--- config.mk ---
export PLATFORM = sky130hd
export DESIGN_NAME = rvfpm_xif_rob
export DESIGN_NICKNAME = d
export VERILOG_FILES = /design/src/rtl/rvfpm_xif_pkg.sv /design/src/rtl/rvfpm_id_match.sv /design/src/rtl/rvfpm_xif_rob.sv
export SDC_FILE = /design/constraint.sdc
export NUM_CORES = 1
export LEC_CHECK = 0
export ABC_CLOCK_PERIOD_IN_PS = 5300
export CORE_MARGIN = 4
export CORE_UTILIZATION = 40
export DETAILED_ROUTE_END_ITERATION = 6
export SETUP_SLACK_MARGIN = 0.1
export SLEW_MARGIN = 5
export SYNTH_ARGS = -nofsm -noshare
export SYNTH_HDL_FRONTEND = slang
export SYNTH_SLANG_ARGS = --single-unit
--- constraint.sdc ---
create_clock -name clk_sys -period 5.3 [get_ports clk_sys]
set_clock_uncertainty 0.1 [all_clocks]
set_input_delay 0.795 -clock clk_sys [delete_from_list [all_inputs] [get_ports clk_sys]]
set_output_delay 0.795 -clock clk_sys [all_outputs]
set_load 0.1 [all_outputs]
--- src/rtl/rvfpm_xif_pkg.sv ---
// Shared types for the rvfpm CORE-V-XIF result path.
//   dest_e            : destination class of an offloaded instruction
//   DEST_W / FFLAGS_W : widths of the destination code and exception flags
//   dest_has_result() : 1 when the destination expects a result beat
package rvfpm_xif_pkg;

   localparam int DEST_W   = 2;
   localparam int FFLAGS_W = 5;

   typedef enum logic [DEST_W-1:0] {
      DEST_NONE = 2'd0,
      DEST_FREG = 2'd1,
      DEST_XREG = 2'd2,
      DEST_MEM  = 2'd3
   } dest_e;

   function automatic logic dest_has_result(input dest_e dest);
      return dest != DEST_NONE;
   endfunction

endpackage

--- src/rtl/rvfpm_id_match.sv ---
// DEPTH-way id comparator for the result buffer.
//   id       : id to look up
//   ids_flat : entry ids, entry i at [i*X_ID_WIDTH +: X_ID_WIDTH]
//   qual     : per-entry qualifier (only qualified entries may match)
//   head_idx : slot of the oldest entry
//   match    : one-hot hit vector, all zero when nothing matches
module rvfpm_id_match #(
   parameter int DEPTH      = 8,
   parameter int X_ID_WIDTH = 4
) (
   input  logic [X_ID_WIDTH-1:0]       id,
   input  logic [DEPTH*X_ID_WIDTH-1:0] ids_flat,
   input  logic [DEPTH-1:0]            qual,
   input  logic [$clog2(DEPTH)-1:0]    head_idx,
   output logic [DEPTH-1:0]            match
);

   localparam int IDX_W = $clog2(DEPTH);

   logic [DEPTH-1:0] raw;
   logic [IDX_W-1:0] idx;
   logic             found;

   // Duplicate live ids are legal (they only raise err_id at issue), so the
   // oldest hit is chosen by scanning from the head.
   always_comb begin
      raw   = '0;
      match = '0;
      idx   = '0;
      found = 1'b0;
      for (int i = 0; i < DEPTH; i++) begin
         raw[i] = qual[i] && (ids_flat[i*X_ID_WIDTH +: X_ID_WIDTH] == id);
      end
      for (int k = 0; k < DEPTH; k++) begin
         idx = head_idx + IDX_W'(k);
         if (!found && raw[idx]) begin
            match[idx] = 1'b1;
            found      = 1'b1;
         end
      end
   end

endmodule

--- src/rtl/rvfpm_xif_rob.sv ---
// In-order result buffer for offloaded FPU instructions on CORE-V-XIF.
// Tracks each instruction by XIF id from issue to retirement, absorbs
// out-of-order completions, applies commit/kill, and returns results in
// issue order.
//   clk_sys, rst_b          : clock, asynchronous active-low reset
//   issue_*                 : allocate handshake (id, destination)
//   cpl_*                   : completion strobe from the FPU (no backpressure)
//   commit_*                : commit / kill strobe from the core
//   result_*                : registered in-order result port (valid/ready)
//   occupancy               : live entries (tail - head)
//   err_id                  : one-cycle pulse on an illegal id event
module rvfpm_xif_rob
   import rvfpm_xif_pkg::*;
#(
   parameter int X_ID_WIDTH = 4,
   parameter int DEPTH      = 8,
   parameter int DATA_WIDTH = 32
) (
   input  logic                    clk_sys,
   input  logic                    rst_b,
   input  logic                    issue_valid,
   output logic                    issue_ready,
   input  logic [X_ID_WIDTH-1:0]   issue_id,
   input  logic [DEST_W-1:0]       issue_dest,
   input  logic                    cpl_valid,
   input  logic [X_ID_WIDTH-1:0]   cpl_id,
   input  logic [DATA_WIDTH-1:0]   cpl_data,
   input  logic [FFLAGS_W-1:0]     cpl_fflags,
   input  logic                    commit_valid,
   input  logic [X_ID_WIDTH-1:0]   commit_id,
   input  logic                    commit_kill,
   output logic                    result_valid,
   input  logic                    result_ready,
   output logic [X_ID_WIDTH-1:0]   result_id,
   output logic [DEST_W-1:0]       result_dest,
   output logic [DATA_WIDTH-1:0]   result_data,
   output logic [FFLAGS_W-1:0]     result_fflags,
   output logic [$clog2(DEPTH):0]  occupancy,
   output logic                    err_id
);

   localparam int IDX_W = $clog2(DEPTH);
   localparam int PTR_W = IDX_W + 1;

   typedef struct packed {
      logic                  valid;
      logic [X_ID_WIDTH-1:0] id;
      dest_e                 dest;
      logic                  done;
      logic                  committed;
      logic                  killed;
      logic [DATA_WIDTH-1:0] data;
      logic [FFLAGS_W-1:0]   fflags;
   } rob_entry_t;

   rob_entry_t rob_q [DEPTH];
   rob_entry_t rob_d [DEPTH];

   logic [PTR_W-1:0]      head_q, head_d;
   logic [PTR_W-1:0]      tail_q, tail_d;
   logic                  result_valid_q, result_valid_d;
   logic [X_ID_WIDTH-1:0] result_id_q, result_id_d;
   dest_e                 result_dest_q, result_dest_d;
   logic [DATA_WIDTH-1:0] result_data_q, result_data_d;
   logic [FFLAGS_W-1:0]   result_fflags_q, result_fflags_d;
   logic                  err_id_q, err_id_d;

   logic [IDX_W-1:0]            head_idx, tail_idx, next_idx;
   logic [PTR_W-1:0]            occ;
   logic                        full;
   logic                        issue_fire, res_hs, silent_ret, retire, dup_hit;
   logic [DEPTH*X_ID_WIDTH-1:0] ids_flat;
   logic [DEPTH-1:0]            cpl_qual, commit_qual, cpl_match, commit_match;
   rob_entry_t                  next_e;

   assign head_idx    = head_q[IDX_W-1:0];
   assign tail_idx    = tail_q[IDX_W-1:0];
   assign occ         = tail_q - head_q;
   assign full        = (occ == PTR_W'(DEPTH));
   // Registered occupancy only: a retire in this cycle does not free a slot yet.
   assign issue_ready = !full && rst_b;

   always_comb begin
      ids_flat    = '0;
      cpl_qual    = '0;
      commit_qual = '0;
      dup_hit     = 1'b0;
      for (int i = 0; i < DEPTH; i++) begin
         ids_flat[i*X_ID_WIDTH +: X_ID_WIDTH] = rob_q[i].id;
         cpl_qual[i]    = rob_q[i].valid && !rob_q[i].done;
         commit_qual[i] = rob_q[i].valid && !rob_q[i].committed;
         if (rob_q[i].valid && (rob_q[i].id == issue_id)) begin
            dup_hit = 1'b1;
         end
      end
   end

   rvfpm_id_match #(
      .DEPTH      (DEPTH),
      .X_ID_WIDTH (X_ID_WIDTH)
   ) u_cpl_match (
      .id       (cpl_id),
      .ids_flat (ids_flat),
      .qual     (cpl_qual),
      .head_idx (head_idx),
      .match    (cpl_match)
   );

   rvfpm_id_match #(
      .DEPTH      (DEPTH),
      .X_ID_WIDTH (X_ID_WIDTH)
   ) u_commit_match (
      .id       (commit_id),
      .ids_flat (ids_flat),
      .qual     (commit_qual),
      .head_idx (head_idx),
      .match    (commit_match)
   );

   always_comb begin
      rob_d           = rob_q;
      head_d          = head_q;
      tail_d          = tail_q;
      result_valid_d  = result_valid_q;
      result_id_d     = result_id_q;
      result_dest_d   = result_dest_q;
      result_data_d   = result_data_q;
      result_fflags_d = result_fflags_q;
      err_id_d        = 1'b0;

      issue_fire = issue_valid && issue_ready;
      res_hs     = result_valid_q && result_ready;
      // A killed entry stays until its completion arrives, so the FPU's late
      // completion is absorbed instead of hitting a reused id or raising err_id.
      silent_ret = rob_q[head_idx].valid && rob_q[head_idx].done &&
                   (rob_q[head_idx].killed ||
                    (rob_q[head_idx].committed && !dest_has_result(rob_q[head_idx].dest)));
      retire     = silent_ret || res_hs;
      next_idx   = retire ? head_idx + IDX_W'(1) : head_idx;
      next_e     = rob_q[next_idx];

      if (issue_fire) begin
         rob_d[tail_idx]       = '0;
         rob_d[tail_idx].valid = 1'b1;
         rob_d[tail_idx].id    = issue_id;
         rob_d[tail_idx].dest  = dest_e'(issue_dest);
         tail_d                = tail_q + PTR_W'(1);
         if (dup_hit) begin
            err_id_d = 1'b1;
         end
      end

      if (cpl_valid) begin
         if (|cpl_match) begin
            for (int i = 0; i < DEPTH; i++) begin
               if (cpl_match[i]) begin
                  rob_d[i].done   = 1'b1;
                  rob_d[i].data   = cpl_data;
                  rob_d[i].fflags = cpl_fflags;
               end
            end
         end else begin
            err_id_d = 1'b1;
         end
      end

      if (commit_valid) begin
         if (|commit_match) begin
            for (int i = 0; i < DEPTH; i++) begin
               if (commit_match[i]) begin
                  rob_d[i].committed = 1'b1;
                  rob_d[i].killed    = commit_kill;
               end
            end
         end else begin
            err_id_d = 1'b1;
         end
      end

      if (retire) begin
         rob_d[head_idx].valid = 1'b0;
         head_d                = head_q + PTR_W'(1);
      end

      // Load the result register from the entry that will be at head after
      // this edge; it then holds until the handshake.
      if (!result_valid_q || res_hs) begin
         if (next_e.valid && next_e.done && next_e.committed && !next_e.killed &&
             dest_has_result(next_e.dest)) begin
            result_valid_d  = 1'b1;
            result_id_d     = next_e.id;
            result_dest_d   = next_e.dest;
            result_data_d   = next_e.data;
            result_fflags_d = next_e.fflags;
         end else begin
            result_valid_d  = 1'b0;
            result_id_d     = '0;
            result_dest_d   = DEST_NONE;
            result_data_d   = '0;
            result_fflags_d = '0;
         end
      end
   end

   always_ff @(posedge clk_sys or negedge rst_b) begin
      if (!rst_b) begin
         for (int i = 0; i < DEPTH; i++) begin
            rob_q[i] <= '0;
         end
         head_q          <= '0;
         tail_q          <= '0;
         result_valid_q  <= 1'b0;
         result_id_q     <= '0;
         result_dest_q   <= DEST_NONE;
         result_data_q   <= '0;
         result_fflags_q <= '0;
         err_id_q        <= 1'b0;
      end else begin
         rob_q           <= rob_d;
         head_q          <= head_d;
         tail_q          <= tail_d;
         result_valid_q  <= result_valid_d;
         result_id_q     <= result_id_d;
         result_dest_q   <= result_dest_d;
         result_data_q   <= result_data_d;
         result_fflags_q <= result_fflags_d;
         err_id_q        <= err_id_d;
      end
   end

   assign result_valid  = result_valid_q;
   assign result_id     = result_id_q;
   assign result_dest   = result_dest_q;
   assign result_data   = result_data_q;
   assign result_fflags = result_fflags_q;
   assign occupancy     = occ;
   assign err_id        = err_id_q;

endmodule

* Word-level counts from Yosys, hierarchy flattened
Index checks and enable logic that the tools add are counted.
** Storage, ports and cells
- Bits of input ports :: 58
- Flip-flop bits (word level) :: 429
- Word-level logic and storage cells :: 454
- Output and inout port bits :: 50
- Bits in read-only memories :: 0
- Latch bits :: 0
- Memories :: 0
- Bits in writable memories :: 0
** Cells by class
- Reduce and logical (&&, ||, !) cells :: 115
- Order comparisons :: 21
- Shifts and indexed selects :: 0
- Equality and inequality tests :: 25
- Muxes and demuxes :: 192
- $mul :: 0
- Bitwise gates (word level) :: 19
- Divide/modulo/power cells :: 0
- Add/sub/neg operators :: 10
** Operators by type and width (number)
- 376-bit bitwise mux :: 4
- 37-bit 2-to-1 mux :: 24
- 376-bit 2-to-1 mux :: 2
- 47-bit demux with 3-bit select :: 5
- 376-bit bitwise AND :: 1
- 376-bit inverter :: 1
- 47-bit 2-to-1 mux :: 7
- 47-bit binary-select mux with 3-bit select :: 2
- 8-bit 2-to-1 mux :: 16
- 8-bit bitwise OR :: 14
- 4-bit == test :: 24
- 1-bit 2-to-1 mux :: 77
- 1-bit logical AND :: 74
- 2-bit 2-to-1 mux :: 25
- 1-bit binary-select mux with 3-bit select :: 16
- 46-bit 2-to-1 mux :: 1
- 42-bit 2-to-1 mux :: 1
- 1-bit zero test :: 34
- 3-bit by 4-bit less-than comparator with 1-bit output, second input constant :: 8
- 32-bit 2-to-1 mux :: 1
- 1-bit demux with 3-bit select :: 8
- 3-bit by 1-bit greater-or-equal comparator with 1-bit output, second input constant :: 8
- 8-bit OR reduction :: 2
- 3-bit adder, second input constant :: 4
- 13 further kinds :: 23

* Depth between registers and ports, before layout
- Word-level depth :: 32
- Gate-level depth with buffers :: 20
- Mapped depth without buffers :: 13

* By module
From an unflattened synthesis, not the netlist that was laid out.
** Second synthesis, totals
- Cell total of the unflattened synthesis :: 4415
- Area, all modules :: 35642.9 um^2
** By module, submodules not included
- rvfpm_xif_rob :: cells each 3938, seq. area each 10735.3 um^2, times used 1, area an instance 32164.6 um^2
- rvfpm_id_match (u_cpl_match) :: cells each 240, seq. area each 0.0 um^2, times used 1, area an instance 1823.0 um^2
- rvfpm_id_match (u_commit_match) :: cells each 237, seq. area each 0.0 um^2, times used 1, area an instance 1655.3 um^2

* Least setup slack after synthesis
Ideal clock, no wire load.
- Path kind :: reg2reg
- Start point :: reg head_q[2]
- End point :: reg with a tool-made name
- Data arrival time :: 5.304 ns
- Period minus slack after synthesis :: 5.529 ns
- Path buffers :: 3
- Path slack :: -0.229 ns
- Stages on the path, launching flop included :: 12
- Library setup time :: 0.125 ns
- Data required time :: 5.075 ns
- Cells stage by stage :: dfrtp_1 inv_1 clkbuf_1 ha_1 xnor2_1 o41a_1 nand2_1 nor2_1 and3_1 clkbuf_1 clkbuf_1 mux2_2
** RTL lines
- start, declared :: line rvfpm_xif_rob.sv:59 : logic [PTR_W-1:0] head_q, head_d;
- start signal, assigned :: line rvfpm_xif_rob.sv:210 : head_q <= '0;
- start signal, assigned :: line rvfpm_xif_rob.sv:220 : head_q <= head_d;

* Final worst setup path
- Start point :: reg head_q[1]
- End point :: reg err_id_q, in the netlist err_id
** Between the ends
- Cells in the longest elaborated chain, start to end :: 29
- Elaborated cells between the ends (all ways) :: 163
- Classes of those cells :: add/sub (8); order compare (16); eq/ne (1); mux (83); bitwise (14); reduce/logical (41)
** RTL lines
- branches (longest 28 deep; another with 3-bit by 4-bit less-than comparator with 1-bit output)
- 1-bit 2-to-1 mux * :: line rvfpm_xif_rob.sv:167 : if (commit_valid) begin
- via err_id_d :: line rvfpm_xif_rob.sv:66 : logic err_id_q, err_id_d;
- end signal, assigned :: line rvfpm_xif_rob.sv:227 : err_id_q <= err_id_d;
- end, declared :: line rvfpm_xif_rob.sv:66
Mark *: on every way through the listed nets, which the timed path passes. The select of a mux whose other input is x is not followed.
A chain may end at the register's enable or synchronous reset.

==> summary.md <==
| Metric | Value |
|---|---|
| Maximum fanout along the worst path | `13` |
| WP data required | `between 5 and 6 ns` |
| Post-synth top flop | `dfrtp_1` |
| Maximum buffer depth of the clock tree | `3` |
| Status | `completed` |
| Post-route ant nets | `0` |
| Post-synthesis cell area | `~25000 µm²` |
| CP most frequent cell | `nand4_1` |
| FF+latch count, synth | `approximately 430` |
| Clock slew at reported path FFs | `roughly 0.070 ns` |
| Final max-slew violation count | `0` |
| Initial antenna violation count | `1` |
| Global-route wire length before repair | `~130000 µm` |
| Area share of the largest cell type after synthesis | `approximately 42%` |
| Least-Margin Pin Slew | `approximately 1.3 ns` |
| CP Cell Sequence | `inv_1, ha_1, inv_1, buf_4, or4_1, nand4_1, nand4_1, nand4b_1, buf_4, nor3_1, nor4_2, nand4_1, o41ai_2, a31o_1` |
| Core Region | `roughly 62000 µm²` |
| Cells after Synth | `2980` |
| DR vias/cell | `between 5 and 6` |
| Max Cap Viol | `0` |
| Min Hold Slack | `0.0283 ns` |
| IO Pins | `about 110` |
| CTS tree | `built` |
| EDFF count, synth | `0` |
| Seq/Total Area, Yosys | `between 40% and 50%` |
| Vias in the first global route | `roughly 22k` |
| Post-layout util | `46.6%` |
| DRT iter0 DRCs | `between 2k and 2.5k` |
| CP Buf/Inv Count | `4` |
| CP delay by family, top | `simple AND/OR/NAND/NOR gates` |
| Yosys top cell by area | `dfrtp_1` |
| GRT overflow | `0` |
| Final hold violations | `0` |
| Post-synth ARST share | `100%` |
| Layout Nets | `about 3.0k` |
| Post-place setup slack | `0.0491 ns` |
| CTS root buf | `clkbuf_16` |
| Syn nets | `~3k` |
| Ys Warns | `0` |
| Distinct cells, synth | `just under 90` |
| RSZ-0062 raised after global routing | `true` |
| Iteration count of the initial detailed-routing pass | `6` |
| Initial Util | `about two fifths` |
| Hold-fix buffers at CTS | `0` |
| Crit path DAT | `between 5 and 6 ns` |
| Worst VDD drop | `366 µV` |
| Layout cells sized above 1 | `around an eighth` |
| PnR worst setup slack | `0.441 ns` |
| Most frequent cells in the layout | `nand2_1 (732), dfrtp_1 (428), o21ai_0 (217), inv_1 (124), o21ai_1 (121)` |
| Synthesized area per cell | `~8.5 µm²` |
| Number of core rows | `91` |
| Clk sink count | `approximately 430` |
| Skew-Pair Late Insertion Delay | `about 0.57 ns` |
| CTS Buf Count | `between 40 and 50` |
| Fmax | `just over 0.2 GHz` |
| Chip Width | `259 µm` |
| Slew margin rel. | `16.5%` |
| Total wire length | `87800 µm` |
| PortBufs | `about 110` |
| CTS H-tree lvls | `2` |
| HP Class | `primary input to asynchronous set/reset pin` |
| Critical Path Max Stage Delay | `about 0.62 ns` |
| CP max-delay cell | `ha_1` |
| Period utilization | `between 90 and 100%` |
| Dpl hpwl | `between 60000 and 70000 µm` |
| Via count | `roughly 23k` |
| Post-route DRC | `0` |
| Wire per inst | `between 20 and 25 µm` |
| Area Overhead vs Synth | `14.5%` |
| Die outline area | `a little under 70000 µm²` |
| Final min period | `slightly below 5 ns` |
| Pwr/cell area | `around 710 nW/µm²` |
| Leak | `about 12 nW` |
| Worst setup path class | `register to register` |
| Final setup viols | `0` |
| Global-route total usage across every layer | `roughly a quarter` |
| Nature of the critical path endpoint | `register` |
| Commonest non-fill, non-tap cell in the layout | `nand2_1` |
| Die height | `259 µm` |
| FILL cells | `between 6k and 7k` |
| Total negative slack | `0 ns` |
| Placer Congestion | `0.937` |
| Largest net degree at the start of global routing | `150` |
| Top cells by area, synth | `dfrtp_1 (42%), nand2_1 (11%), o21ai_0 (4.3%)` |
| Critical path launch point type | `register` |
path summary, 6_finish.rpt:
check / from / end / slack (ns) / cells after the start
hold reg to reg: result_data[4]$_DFFE_PN0P_ / result_data[4]$_DFFE_PN0P_ / 0.38 / 2
hold / removal: rst_b / result_data[0]$_DFFE_PN0P_ / 0.03 / 1
setup / recovery: head_q[1]$_DFFE_PN0N_ / err_id$_DFF_PN0_ / 0.44 / 14
setup reg to reg: head_q[1]$_DFFE_PN0N_ / err_id$_DFF_PN0_ / 0.44 / 14
min in group clk_sys: result_data[4]$_DFFE_PN0P_ / result_data[4]$_DFFE_PN0P_ / 0.38 / 2
max in group asynchronous: rst_b / rob_q[37]$_DFF_PN0_ / 3.08 / 3
cell type report:
class / instances / area [µm²] / area share (%)
Clock buffer: 69 / 1360 / 4.69
Sequential cell: 429 / 10700 / 37.1
Inverter: 129 / 487 / 1.68
Timing Repair Buffer: 216 / 2170 / 7.51
Clock inverter: 15 / 233 / 0.804
Multi-Input combinational cell: 2155 / 12900 / 44.6
Tap cell: 837 / 1050 / 3.62
Antenna cell: 1 / 2.50 / 0.00864
timing repair:
| action | CTS | global route |
|---|---|---|
| gates resized for setup | 0 | 2 |
| setup endpoints to repair | 0 | 1 |
| buffers inserted | 0 | 0 |
cell usage after synthesis, drive strengths merged (40+ instances only):
cell type,instances
buf,116
nand2,736
nand3,88
mux2,94
inv,129
a21oi,81
xnor2,40
o211ai,47
nor3,50
a221oi,40
clkbuf,151
o21ai,338
dfrtp,429
mux2i,43
nor2b,50
nor2,76
stage by stage:
stage / cells / power, mW / area, µm²
2_1_floorplan: 2980 / 13.5 / 25300
3_3_place_gp: 3766 / 16.9 / 27300
3_5_place_dp: 3766 / 17.1 / 27300
4_1_cts: 3850 / 20.6 / 28900
5_1_grt: 3850 / 21.9 / 28900
6_report: 3851 / 20.7 / 28900
routing by layer:
metal,routed length [µm],vias up,global-route usage (%)
met5,0,-,0
met4,3460,0,9.77
met3,5040,215,2.83
met2,41900,938,42.8
met1,37400,11100,34.0
li1,-,10400,-
power breakdown:
part | total, mW | internal (mW) | switching, mW
Combinational | 11.5 | 3.92 | 7.56
Sequential | 5.80 | 4.58 | 1.22
Clock | 3.40 | 2.06 | 1.34
logic make-up (layout without fill, tap and decap cells):
kind of cell / Yosys count / count (layout) / synth area share, %
other cells: 0 / 1 / 0
mux: 151 / 151 / 7.44
simple gates: 1162 / 1162 / 20.6
flops: 429 / 429 / 42.5
xor+xnor: 78 / 78 / 2.70
buf+inv: 396 / 429 / 7.00
compound gates: 753 / 753 / 19.3
fa+ha+maj: 11 / 11 / 0.574
(Power assumes the default switching activity.)
